**src/rtl/seven_segment_pkg.sv**
```systemverilog
`default_nettype none
// ============================================================================
// Module  : seven_segment_pkg
// Purpose : Shared types and constants for the seven-segment scan controller:
//           scan state encoding, active-low segment patterns for hex digits,
//           and the "all dark" segment / enable values.
// Ports   : none (package)
// Rev     : 1.0  initial release
// ============================================================================
package seven_segment_pkg;

    typedef enum logic [0:0] {
        ST_BLANK = 1'b0,
        ST_SHOW  = 1'b1
    } scan_state_t;

    localparam logic [7:0] SEG_OFF = 8'hFF;
    localparam logic [3:0] EN_OFF  = 4'b1111;

    // Active-low {dp,g,f,e,d,c,b,a}; dp bit is stored as 1 and replaced on use.
    localparam logic [7:0] SEG_TABLE [16] = '{
        8'hC0, 8'hF9, 8'hA4, 8'hB0, 8'h99, 8'h92, 8'h82, 8'hF8,
        8'h80, 8'h90, 8'h88, 8'h83, 8'hC6, 8'hA1, 8'h86, 8'h8E
    };

    // Full active-low segment byte for a nibble and its decimal point.
    function automatic logic [7:0] seg_decode(input logic [3:0] nibble,
                                              input logic       dp);
        logic [7:0] pattern;
        pattern = SEG_TABLE[nibble];
        return {~dp, pattern[6:0]};
    endfunction

endpackage : seven_segment_pkg
`default_nettype wire

```
**src/rtl/button_debouncer.sv**
```systemverilog
`default_nettype none
// ============================================================================
// Module  : button_debouncer
// Purpose : Two-flop synchronizer, counter-based debouncer and rising-edge
//           pulse generator for one raw push button.
// Ports   : clk          - system clock
//           rst          - asynchronous active-high reset
//           button_raw   - raw asynchronous button level
//           rise_pulse   - one-cycle pulse when the debounced level rises
// Rev     : 1.0  initial release
// ============================================================================
module button_debouncer #(
    parameter int DEBOUNCE_CYCLES = 1000000
) (
    input  logic clk,
    input  logic rst,
    input  logic button_raw,
    output logic rise_pulse
);

    localparam int            CW     = (DEBOUNCE_CYCLES > 1) ? $clog2(DEBOUNCE_CYCLES) : 1;
    localparam logic [CW-1:0] C_LAST = CW'(DEBOUNCE_CYCLES - 1);

    logic          r_sync1;
    logic          r_sync2;
    logic          r_level;
    logic [CW-1:0] r_count;

    always_ff @(posedge clk or posedge rst) begin
        if (rst) begin
            r_sync1    <= 1'b0;
            r_sync2    <= 1'b0;
            r_level    <= 1'b0;
            r_count    <= '0;
            rise_pulse <= 1'b0;
        end else begin
            r_sync1    <= button_raw;
            r_sync2    <= r_sync1;
            rise_pulse <= 1'b0;
            if (r_sync2 != r_level) begin
                // The synced level must differ for DEBOUNCE_CYCLES consecutive
                // clocks; any return to the accepted level restarts the count.
                if (r_count == C_LAST) begin
                    r_level    <= r_sync2;
                    r_count    <= '0;
                    rise_pulse <= r_sync2;
                end else begin
                    r_count <= r_count + CW'(1);
                end
            end else begin
                r_count <= '0;
            end
        end
    end

endmodule : button_debouncer
`default_nettype wire

```
**src/rtl/seven_segment_scan_controller.sv**
```systemverilog
`default_nettype none
// ============================================================================
// Module  : seven_segment_scan_controller
// Purpose : Time-multiplexes a 4-digit common-anode seven-segment display.
//           Alternates BLANK / SHOW slots per digit, decodes hex nibbles,
//           and keeps a per-digit enable mask toggled by debounced buttons.
// Ports   : clockIn            - system clock
//           resetIn            - asynchronous active-high reset
//           digitValues[15:0]  - digit i = bits [4i+3:4i]
//           decimalPoints[3:0] - DP request per digit
//           controlButtons[3:0]- raw buttons, bit i toggles digit i enable
//           sevenSegmentData   - active-low {dp,g,f,e,d,c,b,a}
//           sevenSegmentEnable - active-low anode enables
//           digitMask          - per-digit enable state, 1 = shown
//           frameStart         - pulse on entry to SHOW for digit 0
// Rev     : 1.0  initial release
// ============================================================================
module seven_segment_scan_controller
    import seven_segment_pkg::*;
#(
    parameter int SHOW_CYCLES     = 100000,
    parameter int BLANK_CYCLES    = 1000,
    parameter int DEBOUNCE_CYCLES = 1000000
) (
    input  logic        clockIn,
    input  logic        resetIn,
    input  logic [15:0] digitValues,
    input  logic [3:0]  decimalPoints,
    input  logic [3:0]  controlButtons,
    output logic [7:0]  sevenSegmentData,
    output logic [3:0]  sevenSegmentEnable,
    output logic [3:0]  digitMask,
    output logic        frameStart
);

    localparam int            MAX_SLOT   = (SHOW_CYCLES > BLANK_CYCLES) ? SHOW_CYCLES : BLANK_CYCLES;
    localparam int            CW         = $clog2(MAX_SLOT);
    localparam logic [CW-1:0] SHOW_LAST  = CW'(SHOW_CYCLES - 1);
    localparam logic [CW-1:0] BLANK_LAST = CW'(BLANK_CYCLES - 1);

    scan_state_t   r_state;
    scan_state_t   w_state_next;
    logic [CW-1:0] r_count;
    logic [CW-1:0] w_count_next;
    logic [1:0]    r_index;
    logic [1:0]    w_index_next;
    logic [3:0]    w_en_next;
    logic [7:0]    w_data_next;
    logic          w_frame_next;
    logic [3:0]    w_nibble;
    logic [3:0]    w_rise;

    // ------------------------------------------------------------------
    // Button conditioning and mask register
    // ------------------------------------------------------------------
    generate
        for (genvar gi = 0; gi < 4; gi++) begin : g_button
            button_debouncer #(
                .DEBOUNCE_CYCLES (DEBOUNCE_CYCLES)
            ) u_debouncer (
                .clk        (clockIn),
                .rst        (resetIn),
                .button_raw (controlButtons[gi]),
                .rise_pulse (w_rise[gi])
            );
        end
    endgenerate

    always_ff @(posedge clockIn or posedge resetIn) begin
        if (resetIn) begin
            digitMask <= 4'b1111;
        end else begin
            digitMask <= digitMask ^ w_rise;
        end
    end

    // ------------------------------------------------------------------
    // Scan FSM: state, slot counter, index and all display outputs are
    // registered together so outputs change on the state-entry edge.
    // ------------------------------------------------------------------
    assign w_nibble = 4'(digitValues >> {r_index, 2'b00});

    always_ff @(posedge clockIn or posedge resetIn) begin
        if (resetIn) begin
            r_state            <= ST_BLANK;
            r_count            <= '0;
            r_index            <= 2'd0;
            sevenSegmentEnable <= EN_OFF;
            sevenSegmentData   <= SEG_OFF;
            frameStart         <= 1'b0;
        end else begin
            r_state            <= w_state_next;
            r_count            <= w_count_next;
            r_index            <= w_index_next;
            sevenSegmentEnable <= w_en_next;
            sevenSegmentData   <= w_data_next;
            frameStart         <= w_frame_next;
        end
    end

    always_comb begin
        w_state_next = r_state;
        w_count_next = r_count + CW'(1);
        w_index_next = r_index;
        w_en_next    = sevenSegmentEnable;
        w_data_next  = sevenSegmentData;
        w_frame_next = 1'b0;
        case (r_state)
            ST_BLANK: begin
                if (r_count == BLANK_LAST) begin
                    w_state_next = ST_SHOW;
                    w_count_next = '0;
                    // Inputs and mask are captured here and held for the slot;
                    // a masked digit keeps its slot timing but stays dark.
                    w_en_next    = digitMask[r_index] ? ~(4'b0001 << r_index) : EN_OFF;
                    w_data_next  = seg_decode(w_nibble, decimalPoints[r_index]);
                    w_frame_next = (r_index == 2'd0);
                end
            end
            ST_SHOW: begin
                if (r_count == SHOW_LAST) begin
                    w_state_next = ST_BLANK;
                    w_count_next = '0;
                    w_index_next = r_index + 2'd1;
                    w_en_next    = EN_OFF;
                    w_data_next  = SEG_OFF;
                end
            end
            default: begin
                w_state_next = ST_BLANK;
                w_count_next = '0;
                w_en_next    = EN_OFF;
                w_data_next  = SEG_OFF;
            end
        endcase
    end

endmodule : seven_segment_scan_controller
`default_nettype wire

```
**config.mk**
```make
export PLATFORM = sky130hd
export DESIGN_NAME = seven_segment_scan_controller
export DESIGN_NICKNAME = d
export VERILOG_FILES = /design/src/rtl/seven_segment_pkg.sv /design/src/rtl/button_debouncer.sv /design/src/rtl/seven_segment_scan_controller.sv
export SDC_FILE = /design/constraint.sdc
export NUM_CORES = 1
export LEC_CHECK = 0
export CAP_MARGIN = 20
export CORE_MARGIN = 4
export CORE_UTILIZATION = 59
export CTS_CLUSTER_DIAMETER = 30
export DETAILED_ROUTE_END_ITERATION = 6
export HOLD_SLACK_MARGIN = 0.12
export PLACE_DENSITY = 0.78
export SLEW_MARGIN = 10
export SYNTH_ARGS = -nofsm -noshare
export SYNTH_HDL_FRONTEND = slang
export SYNTH_SLANG_ARGS = --single-unit
```
**constraint.sdc**
```tcl
create_clock -name clockIn -period 6.2 [get_ports clockIn]
set_input_delay 1.55 -clock clockIn [delete_from_list [all_inputs] [get_ports clockIn]]
set_output_delay 1.55 -clock clockIn [all_outputs]
set_load 0.005 [all_outputs]
```
# Word level (Yosys, flattened, before mapping)
# Memories as Yosys holds them, arrays and structs flattened.
# Index checks and enable logic that the tools add are counted.
# totals
out_inout_bits,17
regBits,133
word_cells,99
mem_bits_ro,128
latchBits,0
in_bits,26
ram_bits,0
mem_count,1
# memory_table
name,depth,word_bits,read_ports,rd_ports_with_merged_regs,write_ports,line_no,source
(name not given),16,8,1,0,0,seven_segment_pkg.sv:30,pattern = SEG_TABLE[nibble];
# op_classes
magnitude_cmp,2
add_sub_neg,6
reduce_logical,7
n_bitwise,5
eq_ne,12
mux,37
multipliers,0
n_shift,2
n_div,0
# ops
cell,n
two-way mux 20 bit,8
"adder 20 x 1 -> 20 bit, second input constant",4
"equality test 20 bit, second input constant",4
two-way mux 17 bit,2
case mux 17 bit (2 select lines),1
"adder 17 x 1 -> 17 bit, second input constant",1
"equality test 17 x 10 -> 1 bit, second input constant",1
"equality test 17 bit, second input constant",1
two-way mux 8 bit,2
case mux 8 bit (2 select lines),1
>> shifter 16 x 4 -> 4 bit,1
two-way mux 1 bit,14
two-way mux 7 bit,2
two-way mux 4 bit,3
AND reduction 2 bit,6
case mux 4 bit (2 select lines),1
">= comparator 5 bit, second input constant",1
NOT 4 -> 5 bit,1
binary-select mux 1 bit (select 2 bit),2
inequality test 1 bit,4
NOT 4 bit,1
"left shift 1 x 2 -> 4 bit, first input constant",1
bitwise XOR 4 bit,1
"less-than comparator 2 x 3 -> 1 bit, second input constant",1
6 further kinds,7

# Depth between registers and ports, before layout
# depth
depth_word,7
mapped_depth,8
depth_no_buf,7

# Hierarchy
# From an unflattened synthesis, not the netlist that was laid out.
# unflattened
hier_cells,634
area_unflattened_um2,6906.6
# by_module_without_submodules
module,seq_area_each_um2,cells_each,instances,area_each_um2
button_debouncer,600.6,108,4,1188.6
seven_segment_scan_controller,945.9,202,1,2152.1

# Worst setup path after synthesis
# No wires, ideal clock.
# synth_path
path_type,input-to-reg
startpoint,input digitValues[13]
endpoint,register sevenSegmentData[0]
path_slack_ps,3115
t_arrival_ps,3002
required_time_ps,6116
path_buffers,0
setup_ps,84
cell_stages,7
cell_sequence,mux4_2 > ha_1 > or2_2 > o22ai_1 > a32oi_1 > o211ai_1 > a21oi_1
# synth_between
elab_chain_cells,7
# synth_rtl
element,line_no,source
"start, declared",seven_segment_scan_controller.sv:27,"input logic [15:0] digitValues,"
>> shifter 16 x 4 -> 4 bit,seven_segment_scan_controller.sv:81,"assign w_nibble = 4'(digitValues >> {r_index, 2'b00});"
NOT 4 -> 5 bit (implied by the code),seven_segment_pkg.sv:30,
memory read (16 x 8 bit),--,
two-way mux 7 bit (implied by the code) (2 in a row),seven_segment_pkg.sv:30,
two-way mux 8 bit,seven_segment_scan_controller.sv:110,if (r_count == BLANK_LAST) begin
case mux 8 bit (2 select lines),seven_segment_scan_controller.sv:108,case (r_state)
"end signal, assigned",seven_segment_scan_controller.sv:96,sevenSegmentData <= w_data_next;
"end, declared",seven_segment_scan_controller.sv:30,"output logic [7:0] sevenSegmentData,"
# Every way passes these cells. The select of a mux whose other input is x is not followed.
# A chain may end at the register's enable or synchronous reset.

# Worst setup path in the final report
# layout_path
startpoint,input digitValues[9]
endpoint,register sevenSegmentData[0]
# The elaborated chain is that of the path after synthesis.

==> metrics.txt <==
Worst Hold Class=reg -> reg; count leader, synth=dfrtp_1; Synth Cell Area=~6600 um2; GPL Wtd Cong=0.8706; ANT nets after route=0; CTS Buf Count=17; vias in the first global route=roughly 4900; largest family of logic cells by synthesized area=simple AND/OR/NAND/NOR gates; routed len/inst=15.57 um; hold bufs inserted after CTS=0; endpoints failing hold=0; yosys warns=0; number of buffers and inverters on the critical path=1; maxcap violations=0; largest net degree at the start of global routing=between 50 and 60; post-synth top area share=44.65%; Post-CTS Setup Inserts=0; synthesized area per cell=about 10 um2; Port Buf Inserts=42; clk_skew=0.01361 ns; Final setup viols=0; number of flops mapped to enable cells by yosys=0; Post-Synth Adder-Cell Area=under 10%; total power=1996 uW; clock power share=51.7%; Die X-Extent=about 110 um; Synth Area in XOR/XNOR=a little over an eighth; DR vias=around 4800; combinational share of power=about 4%; CTS sink cnt=133; Max-Slew Margin vs Limit=46.85%; sequential area share after synthesis=51.06%; vias per cell=around 5.7; CP top delay family=multiplexers; mux cell area share after synthesis=about 4.1%; result of the run=finished clean; 1st-iter DRT viols=about 300; area leader, netlist=dfrtp_1; Peak VDD IR=about 210 uV; diode count=0; DR pass1 iterations=5; async set-reset flop share out of synthesis=100.0%; global route overflow=0; Simple-Gate Fraction of Synth Area=23.98%; clk_lat worst skew=0.52 ns; Clock Tree Buf Depth=2; Synth cell types=48; crit-path cells=clkdlybuf4s50_1 -> mux4_2 -> ha_1 -> or2_2 -> o22ai_1 -> a32oi_1 -> o211ai_1 -> a21oi_1; Core Footprint=10840 um2; sequential group share of total power=44.4%; first-pass GRT wire length=23.02 mm; Compound-Gate Fraction of Synth Area=2.366%; LEAKAGE=0.003266 uW; Crit path required time=6.64 ns; Die Y=113.4 um; Synth Instances=630; routed wire length=12.94 mm; Initial Util=60.49%; power per cell area=259.3 nW/um2; IO Count=43; Root Driver=clkbuf_8; worst slew pin tran=just under 0.8 ns; gr usage total=21.86%; Syn Nets=roughly 670; post-layout min period=3.192 ns; synth top area cells=dfrtp_1 (45%), xnor2_1 (6.8%), dfstp_2 (6.4%); max incr delay on CP=0.55 ns; Crit. End Element=register; Sw Ratio=21.15%; CP max FO=6; internal power=approximately 1600 uW; Clock Pin Slew Worst Setup and Hold Paths=0.06 ns; most frequent cells after synthesis=dfrtp_1 (117), nor2_1 (104), xnor2_1 (51), xor2_1 (47), nand3_1 (42); fin util=71.02%; placed instance count=798; f_max=313.3 MHz; Die ar.=12870 um2; Primary FF master, synth=dfrtp_1; CTS tree=yes; final non-filler cell total=around 830; share of layout cells above drive strength 1=11.14%; count of state elements after synthesis=133; Resized cells post-CTS=0; initial antenna violation count=0; H-tree levels=4; row count=38; drt drc=0; Setup crit start kind=primary input; Final TNS setup=0 ns; Area Growth Syn to Fin=17.40%; max-slew violations=0; Worst Path Arrival=3.63 ns; Nets=~720; sw power=between 400 and 500 uW; unrepaired setup endpoints after global routing=false; post-DP HPWL=8.813 mm; critical path class=in -> reg; final worst-path cycle share=51.49%; Slowest-stage cell, CP=mux4_2
state kept, by name, indices dropped and copies added, names as in the netlist:
name / flops
g_button.u_debouncer.r_count: 80
r_index: 2
g_button.u_debouncer.r_sync2: 4
sevenSegmentEnable: 4
digitMask: 4
sevenSegmentData: 8
r_count: 17
frameStart: 1
g_button.u_debouncer.rise_pulse: 4
r_state: 1
g_button.u_debouncer.r_level: 4
g_button.u_debouncer.r_sync1: 4
kinds of logic (layout without fill, tap and decap cells):
family | Yosys count | in the layout
buf+inv | 34 | 95
flops | 133 | 133
simple gates | 305 | 305
fa+ha+maj | 15 | 15
mux | 21 | 21
compound gates | 24 | 24
xor+xnor | 98 | 98
metal layers:
metal	vias up	wire (um)	GRT usage, %
li1	2278	-	-
met1	2347	5895	29.17
met2	121	6352	35.47
met3	10	573	5.199
met4	0	117	7.452
met5	-	0	0
through the flow:
| stage | area, um2 | hold WS [ns] | worst slack, ns |
|---|---|---|---|
| 2_1_floorplan | 6558 | 0.3312 | 1.122 |
| 6_report | 7699 | 0.3484 | 3.008 |
| 3_5_place_dp | 7078 | 0.3379 | 2.498 |
| 4_1_cts | 7691 | 0.3509 | 3.006 |
| 3_3_place_gp | 7078 | 0.3333 | 2.559 |
| 5_1_grt | 7699 | 0.3603 | 2.929 |
final cells by class:
cell class	count	area, um2
Inverter	17	66.31
Fill cell	801	3142
Clock inverter	12	177.7
Timing Repair Buffer	46	450.4
Multi-Input combinational cell	463	3045
Tap cell	140	175.2
Sequential cell	133	3348
Clock buffer	20	435.4
power groups by stage:
| stage | Sequential, uW | Clock [uW] | Combinational (uW) |
|---|---|---|---|
| floorplan | 900 | 0 | 50.1 |
| global placement | 901 | 0 | 76.4 |
| detailed placement | 902 | 0 | 79.0 |
| CTS | 886 | 1050 | 79.7 |
| global route | 888 | 1090 | 88.6 |
| finish | 887 | 1030 | 78.4 |
path summary, 6_finish.rpt:
check / from / endpoint / slack, ns / cells past startpoint
min reg2reg: g_button[3].u_debouncer.r_sync1$_DFF_PP0_ / g_button[3].u_debouncer.r_sync2$_DFF_PP0_ / 0.35 / 0
max reg2reg: r_index[0]$_DFFE_PP0P_ / sevenSegmentData[0]$_DFFE_PP1P_ / 3.62 / 7
max in group asynchronous: resetIn / r_count[6]$_DFF_PP0_ / 3.78 / 3
max: digitValues[9] / sevenSegmentData[0]$_DFFE_PP1P_ / 3.01 / 8
min: g_button[3].u_debouncer.r_sync1$_DFF_PP0_ / g_button[3].u_debouncer.r_sync2$_DFF_PP0_ / 0.35 / 0
min in group asynchronous: resetIn / g_button[2].u_debouncer.r_count[13]$_DFF_PP0_ / 1.38 / 2
cell usage in the layout, fill, tap and decap left out, types with 20 or more instances in the layout:
cell,n
dfrtp_1,117
nor2_1,104
xnor2_1,51
xor2_1,47
nand3_1,42
clkdlybuf4s50_1,42
nand2_1,32
nor3_1,29
and3_1,20
Power figures use the tool's default switching activity.
